### src/rtl/hrange2d.sv
// hrange2d: nested signed range generator emitting (i, j) row-major, one pair per cycle.
// Optional HRANGE2D_COUNT_EN adds _count, the number of pairs emitted since the last _start.
module hrange2d #(
  parameter int WIDTH = 32
`ifdef HRANGE2D_COUNT_EN
  , parameter int CNT_W = 32
`endif
) (
  input  logic             _clock,
  input  logic             _reset,
  input  logic             _start,
  input  logic             _wait,
  input  logic [WIDTH-1:0] base0,
  input  logic [WIDTH-1:0] limit0,
  input  logic [WIDTH-1:0] step0,
  input  logic [WIDTH-1:0] base1,
  input  logic [WIDTH-1:0] limit1,
  input  logic [WIDTH-1:0] step1,
  output logic [WIDTH-1:0] _0,
  output logic [WIDTH-1:0] _1,
  output logic             _valid,
  output logic             _ready
`ifdef HRANGE2D_COUNT_EN
  , output logic [CNT_W-1:0] _count
`endif
);
  typedef enum logic {IDLE, RUN} state_t;
  state_t state, state_n;
  logic [WIDTH-1:0] i, j, i_n, j_n, b1, l0, s0, l1, s1, o0_n, o1_n;
  logic [WIDTH:0] jn, inx;
  logic v_n, r_n;
  function automatic logic empty_r(input logic [WIDTH-1:0] b, l, s);
    return s == '0 || (s[WIDTH-1] ? $signed(b) <= $signed(l) : $signed(b) >= $signed(l));
  endfunction
  // Compare one bit wider so a wrapped sum can never look like it is still in range.
  function automatic logic in_r(input logic [WIDTH:0] n, input logic [WIDTH-1:0] l, input logic neg);
    return neg ? $signed(n) > $signed({l[WIDTH-1], l}) : $signed(n) < $signed({l[WIDTH-1], l});
  endfunction
  assign jn = {j[WIDTH-1], j} + {s1[WIDTH-1], s1};
  assign inx = {i[WIDTH-1], i} + {s0[WIDTH-1], s0};
  always_comb begin
    state_n = state;
    i_n = i;
    j_n = j;
    v_n = 1'b0;
    r_n = 1'b0;
    o0_n = '0;
    o1_n = '0;
    if (_start) begin
      if (empty_r(base0, limit0, step0) || empty_r(base1, limit1, step1)) begin
        r_n = 1'b1;
        state_n = IDLE;
      end else begin
        state_n = RUN;
        i_n = base0;
        j_n = base1;
        v_n = 1'b1;
        o0_n = base0;
        o1_n = base1;
      end
    end else if (state == RUN) begin
      if (in_r(jn, l1, s1[WIDTH-1])) begin
        j_n = jn[WIDTH-1:0];
        v_n = 1'b1;
        o0_n = i;
        o1_n = jn[WIDTH-1:0];
      end else if (in_r(inx, l0, s0[WIDTH-1])) begin
        i_n = inx[WIDTH-1:0];
        j_n = b1;
        v_n = 1'b1;
        o0_n = inx[WIDTH-1:0];
        o1_n = b1;
      end else begin
        r_n = 1'b1;
        state_n = IDLE;
      end
    end
  end
  always_ff @(posedge _clock) begin
    if (_reset) begin
      state <= IDLE;
      i <= '0;
      j <= '0;
      b1 <= '0;
      l0 <= '0;
      s0 <= '0;
      l1 <= '0;
      s1 <= '0;
      _0 <= '0;
      _1 <= '0;
      _valid <= 1'b0;
      _ready <= 1'b0;
    end else if (_wait) begin
      _0 <= '0;
      _1 <= '0;
      _valid <= 1'b0;
      _ready <= 1'b0;
    end else begin
      state <= state_n;
      i <= i_n;
      j <= j_n;
      _0 <= o0_n;
      _1 <= o1_n;
      _valid <= v_n;
      _ready <= r_n;
      if (_start) begin
        b1 <= base1;
        l0 <= limit0;
        s0 <= step0;
        l1 <= limit1;
        s1 <= step1;
      end
    end
  end
`ifdef HRANGE2D_COUNT_EN
  always_ff @(posedge _clock) begin
    if (_reset) _count <= '0;
    else if (!_wait) _count <= _start ? CNT_W'(v_n) : _count + CNT_W'(v_n);
  end
`endif
endmodule
### config.mk
export PLATFORM = sky130hd
export DESIGN_NAME = hrange2d
export DESIGN_NICKNAME = d
export VERILOG_FILES = /design/src/rtl/hrange2d.sv
export SDC_FILE = /design/constraint.sdc
export NUM_CORES = 1
export LEC_CHECK = 0
export ABC_AREA = 1
export BUFFER_PORTS_ARGS = -buffer_cell sky130_fd_sc_hd__buf_2
export CELL_PAD_IN_SITES_DETAIL_PLACEMENT = 1
export CELL_PAD_IN_SITES_GLOBAL_PLACEMENT = 2
export CORE_ASPECT_RATIO = 0.75
export CORE_UTILIZATION = 29
export DETAILED_ROUTE_END_ITERATION = 10
export PLACE_DENSITY_LB_ADDON = 0.25
export REMOVE_ABC_BUFFERS = 1
export SLEW_MARGIN = 20
export SYNTH_ARGS = -nofsm -noshare
export SYNTH_HDL_FRONTEND = slang
export SYNTH_SLANG_ARGS = --single-unit
### constraint.sdc
create_clock -name _clock -period 4 [get_ports _clock]
set_input_delay 1 -clock _clock [delete_from_list [all_inputs] [get_ports _clock]]
set_output_delay 1 -clock _clock [all_outputs]
set_load 0.03 [all_outputs]
# Word-level counts from Yosys, hierarchy flattened
# Index checks and enable logic that the tools add are counted.
word_totals:
  ff_bits: 291
  inputBits: 196
  word_cells: 71
classes:
  add_sub_neg: 2
  n_lt_le_gt_ge: 8
  eq_ne: 2
  mux: 34
  n_bitwise: 1
  reduce_logical: 12
ops:
  columns: ["operator", "count"]
  rows:
  - ["32-bit 2-to-1 mux", 20]
  - ["32-bit by 32-bit adder with 33-bit output", 2]
  - ["33-bit by 32-bit > comparator with 1-bit output", 2]
  - ["33-bit by 32-bit less-than comparator with 1-bit output", 2]
  - ["32-bit greater-or-equal comparator", 2]
  - ["32-bit <= comparator", 2]
  - ["32-bit zero test", 2]
  - ["1-bit 2-to-1 mux", 14]
  - ["5-bit AND reduction", 1]
  - ["2-bit inequality test (second input constant)", 2]
  - ["4-bit AND reduction", 1]
  - ["2-bit nonzero test", 2]
  - ["1-bit logical OR", 3]
  - ["3-bit nonzero test", 1]
  - ["2-bit AND reduction", 1]
  - ["2-bit OR reduction", 1]
  - ["1-bit inverter", 1]

# Longest topological paths before layout
# Gate-level depths: netlist of run 1.
logic_depth:
  ltp_word: 7
  depth_mapped: 33
  ltp_nobuf: 32

# Worst setup path before layout of run 1
# Ideal clock, no wire load.
synth_path:
  path_kind: "register -> register"
  from: "register j[0]"
  to: "register j[23]"
  setup_ns: 0.113
  t_arrival_ns: 3.994
  t_required_ns: 3.887
  setup_slack_ns: -0.107
  path_stages_with_launch: 33
  path_buffers: 1
  period_less_slack_ns: 4.107
  cell_sequence: "dfxtp_1 ha_1 fa_1 nand2_1 nand3_1 o21ai_0 inv_1 a21oi_1 inv_1 nand2_1 nand2_1 nand3_1 nand2_1 a211oi_1 xor2_1 ha_1 nand2_1 inv_1 nand2_1 nand2_1 a21oi_1 nand2_1 nor2_1 nand2_1 nand2_1 nand3_2 nand2_4 nor2_4 nand2_2 buf_2 nand3_1 nor2_1 nor2_1"
synth_between:
  elab_chain_len: 6
  elab_cells_between_ends: 9
synth_lines:
  columns: ["item", "line", "source"]
  rows:
  - ["start, declared", "29", "logic [WIDTH-1:0] i, j, i_n, j_n, b1, l0, s0, l1, s1, o0_n, o1_n;"]
  - ["start signal, assigned", "101", "j <= j_n;"]
  - ["32-bit by 32-bit adder with 33-bit output (*)", "39", "assign jn = {j[WIDTH-1], j} + {s1[WIDTH-1], s1};"]
  - ["33-bit by 32-bit less-than comparator with 1-bit output / 33-bit by 32-bit > comparator with 1-bit output (equally long branches)", "37", "return neg ? $signed(n) > $signed({l[WIDTH-1], l}) : $signed(n) < $signed({l[WIDTH-1], l});"]
  - ["1-bit 2-to-1 mux", "37", null]
  - ["32-bit 2-to-1 mux", "62", "if (in_r(jn, l1, s1[WIDTH-1])) begin"]
  - ["32-bit 2-to-1 mux", "61", "end else if (state == RUN) begin"]
  - ["32-bit 2-to-1 mux", "49", "if (_start) begin"]
# Every way passes the cells marked *; elsewhere a longest branch is shown, timed or not. The select of a mux whose other input is x is not followed.
# A chain may end at the register's enable or synchronous reset.

# Worst setup path after layout of run 1
layout_path:
  from: "register j[10]"
  to: "register j[15]"
# Same word-level chain as after synthesis.

==> metrics.txt, run 1 <==
status=complete, but fails checks; failing checks=negative setup slack; setup violators final=131; root buf cell=clkbuf_16; Comb power frac=50.5%; required time worst endpoint=4.45 ns; Post-CTS Hold Buffers=0; count leader, synth=nand2_1; worst hold path class=reg2reg; hold_ws=0.462 ns; clk buf depth=3; P_sw=5.49 mW; met1 Track Usage GR=40.2%; Starting Density=29.3%; critical path's most frequent cell=nand2_2; initial antenna violation count=2; CP Launch Type=flop; DIE WIDTH=306 um; Via Count=23800; Slew Limit Fails=0; Sw Ratio=40.7%; Max stage delay on crit path=0.33 ns; register bit total from synthesis=291; clk_skew=0.0207 ns; sequential area share after synthesis=29.0%; Slew headroom=31.8%; Tmin final=4.47 ns; DIE AREA=0.0702 mm^2; Main synth FF type=dfxtp_1; DR DRC count=0; Clk pin slew, worst setup/hold paths=0.06 ns; setup slack, reg-to-reg=-0.47 ns; setup_tns=-46.79 ns; mean number of vias per cell=5.02; GR Layer Usage met3=3.19%; share of post-route cells with drive strength above 1=30.9%; Power per Cell Area=457 mW/mm^2; Post-Place Worst Slack=-0.869 ns; slowest stage cell, crit path=dfxtp_1; clock latency on the worst-skew pair=0.57 ns; fin nets=4210; Avg WL per Cell=20.9 um; final core occ=43.1%; number of flops mapped to enable cells by yosys=0; # fillers=8669; Top Ports=262; Num CTS Buffers=37; initial detailed-routing violation count=1508; Critical Path End Type=flop; final instance area=0.0295 mm^2; Clk pwr share=25.2%; Final WS setup=-0.470 ns; WL final=98900 um; port bufs=261; CP arrival=4.92 ns; first-pass GRT wire length=144000 um; H-Tree Depth=2; Total Routing Usage GR=26.4%; RSZ-0062 raised after global routing=yes; cell accounting for the most synthesized area=dfxtp_1; Layout Cells excl Fill=4737; CTS tree=done; largest net degree at the start of global routing=238; met2 usage=39.8%; Core Area=0.0684 mm^2; FP Rows=83; Final ANT Viol Nets=0; Synth warnings=0; final worst-path cycle share=112%; Sequential Power Share=24.3%; die height=230 um; internal power=8.00 mW; GR Overflow Total=0; area grow syn2layout=47.1%; actual slew at the worst max-slew pin=1.02 ns; FMAX=0.224 GHz; Post-Synthesis Cells=3159; kind of critical path=reg2reg; Post-synth top cells=nand2_1, nor2_1, inv_1; Synth cell types=43; synthesized area per cell=6.35 um^2; vias in the first global route=24000; Detailed Place HPWL=71400 um; count of final hold-check violations=0; leakage=14.4 nW; Max-Cap Viols=0; dpl cells=4604; Crit Path Max Fanout=5; GPL Wtd Cong=0.963; # clock sinks=291; GRT busiest layer=met1; cell area after placement=0.0254 mm^2; Mapped Area=0.0201 mm^2; post-synth top area share=29.0%; IR drop worst, VDD=0.000319 V; Total Power=13.5 mW; Synth area leaders=dfxtp_1, nand2_1, ha_1; Initial DRT Pass Iterations=5; Async SR Flop Fraction=0%
[power groups by stage]
stage	logic [mW]	clock network [mW]	registers, mW
floorplan	2.22	0	3.30
detailed placement	4.75	0	3.32
global placement	4.63	0	3.31
global route	7.23	3.61	3.29
CTS	5.69	3.47	3.26
finish	6.82	3.40	3.28
[cell usage in the layout, fill, tap and decap left out, drive strengths merged, types with 25 or more instances in the layout]
cell type	instances
a21oi	317
buf	744
clkbuf	68
dfxtp	291
ha	194
inv	336
nand2	874
nand3	217
nand3b	31
nand4	25
nor2	385
nor3	31
o21ai	216
xor2	42
[path summary, 6_finish.rpt]
kind,startpoint,endpoint,depth (start not counted)
worst max-delay path,j[10],j[15],29
worst min-delay path,b1[24],b1[24],2
worst max register to register,j[10],j[15],29
worst min register to register,b1[24],b1[24],2
[area by class of cell]
| class | instances | area [um^2] | share of cell area [%] |
|---|---|---|---|
| timing repair buffer | 758 | 5990 | 20.3 |
| tap | 892 | 1120 | 3.78 |
| clock inverter | 11 | 93.8 | 0.318 |
| antenna | 1 | 2.50 | 0.00848 |
| sequential | 291 | 5840 | 19.8 |
| clock buffer | 54 | 1090 | 3.70 |
| inverter | 335 | 1260 | 4.29 |
| multi-input combinational | 2395 | 14100 | 47.8 |
[worst max-delay path, delay by kind of cell (launching register included)]
kind,cells,cell delay [ns]
compound gates,1,0.21
simple gates,21,2.39
fa+ha+maj,2,0.62
buf+inv,5,0.79
flops,1,0.33
[kinds of logic (layout without fill, tap and decap cells)]
kind of cell | Yosys count | in the layout | synth area share (%)
AND/OR/NAND/NOR | 1578 | 1579 | 32.4
XOR/XNOR | 48 | 48 | 2.10
other | 0 | 1 | 0
flip-flops | 291 | 291 | 29.0
adder cells (fa/ha/maj) | 196 | 196 | 12.3
AO/OA/AOI/OAI | 572 | 572 | 14.8
buffers and inverters | 474 | 1158 | 9.34
[sequential cells by signal, summed over array words and instances (netlist names)]
name / count
_0: 32
_1: 32
_ready: 1
_valid: 1
b1: 32
i: 32
j: 32
l0: 32
l1: 32
s0: 32
s1: 32
state: 1
[routing by layer]
layer / wire length (um) / share of wire [%]
met1: 51200 / 52
met4: 1590 / 1.6
met2: 41200 / 42
met3: 4950 / 5.0
met5: 0 / 0
[repair_timing]
| action | 4_1_cts | 5_1_grt |
|---|---|---|
| resized for setup | 175 | 358 |
| pin swaps | 34 | 106 |
| gates cloned | 10 | 17 |
| setup endpoints to repair | 131 | 131 |
| setup buffers | 26 | 23 |
(Power assumes the default switching activity.)
==> run 2, diff against run 1 <==
- SKIP_CTS_REPAIR_TIMING: unset -> 1
==> run 2 against run 1 <==
The flow still finishes with violations (negative setup slack). Global-route usage is 0.91 points lower. Flip-flop and latch count stayed put. Setup slack better by 0.013 ns. Clock power hardly changed. Critical path type unchanged.
==> metrics.txt, run 2 (synthesis results as in run 1) <==
Max-Cap Viols=0 (unchanged); clk buf depth=3 (unchanged); IR drop worst, VDD=0.000283 V (was 0.000319 V); Core Area=0.0684 mm^2 (unchanged); port bufs=261 (unchanged); clk_skew=0.0230 ns (was 0.0207 ns); Starting Density=29.3% (unchanged); setup slack, reg-to-reg=-0.46 ns (was -0.47 ns); Via Count=23400 (was 23800); Tmin final=4.46 ns (was 4.47 ns); CP Launch Type=flop (unchanged); H-Tree Depth=2 (unchanged); Post-Place Worst Slack=-0.869 ns (unchanged); Avg WL per Cell=20.5 um (was 20.9 um); Power per Cell Area=444 mW/mm^2 (was 457 mW/mm^2); Initial DRT Pass Iterations=5 (unchanged); worst hold path class=reg2reg (unchanged); Clk pin slew, worst setup/hold paths=0.06 ns (about the same); FP Rows=83 (unchanged); Detailed Place HPWL=71400 um (unchanged); cell area after placement=0.0254 mm^2 (unchanged); reg2reg start=s1[0] (was j[10]); slowest stage cell, crit path=fa_2 (was dfxtp_1); die height=230 um (unchanged); initial detailed-routing violation count=1419 (was 1508); final core occ=41.2% (was 43.1%); RR Endpoint=j[29] (was j[15]); CP arrival=4.91 ns (was 4.92 ns); most common cell after layout, fill and taps aside=nand2_1 (unchanged); GPL Wtd Cong=0.963 (unchanged); Num CTS Buffers=37 (unchanged); worst path bufs/invs=5 (unchanged); area grow syn2layout=40.6% (was 47.1%); required time worst endpoint=4.45 ns (about the same); critical path's most frequent cell=nand2_2 (unchanged); leakage=14.1 nW (was 14.4 nW); FF-to-FF path depth=32 (was 29); Crit Path Max Fanout=8 (was 5); crit path capture=j[29] (was j[15]); WL final=96400 um (was 98900 um); Slew headroom=21.4% (was 31.8%); DIE AREA=0.0702 mm^2 (unchanged); Critical Path End Type=flop (unchanged); hold_ws=0.462 ns (about the same); kind of critical path=reg2reg (unchanged); cell family with most CP delay=simple AND/OR/NAND/NOR gates (unchanged); final instance area=0.0282 mm^2 (was 0.0295 mm^2); fin nets=4180 (was 4210); status=complete, but fails checks (unchanged); count of final hold-check violations=0 (unchanged); root buf cell=clkbuf_16 (unchanged); clock latency on the worst-skew pair=0.57 ns (about the same); Layout Cells excl Fill=4706 (was 4737); largest net degree at the start of global routing=238 (unchanged); Final WS setup=-0.458 ns (was -0.470 ns); Top Ports=262 (unchanged); actual slew at the worst max-slew pin=1.18 ns (was 1.02 ns); share of post-route cells with drive strength above 1=26.7% (was 30.9%); DIE WIDTH=306 um (unchanged); first-pass GRT wire length=140000 um (was 144000 um); Max stage delay on crit path=0.37 ns (was 0.33 ns); Slew Limit Fails=0 (unchanged); CTS tree=done (unchanged); final worst-path cycle share=111% (was 112%); diode count=0 (was 1); most frequent cells in the layout=nand2_1, buf_4, nor2_1 (unchanged); mean number of vias per cell=4.98 (was 5.02); number of cells on the critical path=32 (was 29); dpl cells=4604 (unchanged); vias in the first global route=23700 (was 24000); DR DRC count=0 (unchanged); failing checks=negative setup slack (unchanged); FMAX=0.224 GHz (about the same); Total Routing Usage GR=25.5% (was 26.4%); Final ANT Viol Nets=0 (unchanged); initial antenna violation count=2 (unchanged); CP Launch Point=s1[0] (was j[10]); GR Overflow Total=0 (unchanged); RSZ-0062 raised after global routing=yes (unchanged); # clock sinks=291 (unchanged); # fillers=8782 (was 8669); setup violators final=131 (unchanged)
-- run 2: cell count changes in the layout (fill, tap and decap cells not counted), sizes merged --
cell | before | now
buf | 744 | 713
clkbuf | 68 | 70
clkinv | 8 | 9
diode | 1 | 0
inv | 336 | 335
nand2 | 874 | 873
-- run 2: worst min-delay path, cell delays in order (launching register included) --
cell     delay, ns
dfxtp_1       0.31
nand2_1       0.06
a21oi_1       0.05
-- run 2: metal layers --
metal | global-route usage [%] | wire length, um | vias to the layer above
met5 | 0 | 0 | -
met4 | 4.55 | 1400 | 0
met3 | 3.20 | 4870 | 89
met2 | 37.7 | 40000 | 525
met1 | 39.3 | 50100 | 11400
li1 | - | - | 11500
-- run 2: per-stage QoR --
step	power, mW	setup TNS, ns
6_report	12.5	-47.44
2_1_floorplan	5.52	-1143.47
5_1_grt	13.2	-84.38
4_1_cts	11.5	-106.59
3_5_place_dp	8.07	-99.90
3_3_place_gp	7.94	-86.79
-- run 2: power breakdown --
group          switching [mW]  internal, mW  total [mW]  leakage (nW)
combinational            3.44          2.42        5.86          11.1
clock                    1.43          1.96        3.39         0.585
sequential              0.153          3.11        3.26          2.39
-- run 2: how the worst min path moves through the flow --
stage / end / slack (ns) / depth (start not counted) / startpoint
floorplan: b1[1] / 0.43 / 2 / b1[1]
global placement: b1[3] / 0.45 / 2 / b1[3]
detailed placement: b1[12] / 0.46 / 2 / b1[12]
CTS: b1[12] / 0.47 / 2 / b1[12]
global route: b1[24] / 0.48 / 2 / b1[24]
finish: b1[24] / 0.46 / 2 / b1[24]
-- run 2: area by class of cell --
cell class	count	area [um^2]	area share [%]
clock buffers	54	1090	3.87
inverters	335	1270	4.51
clock inverters	11	93.8	0.333
flip-flops and latches	291	5830	20.7
repair buffers	729	5500	19.5
multi-input cells	2394	13300	47.1
well taps	892	1120	3.96
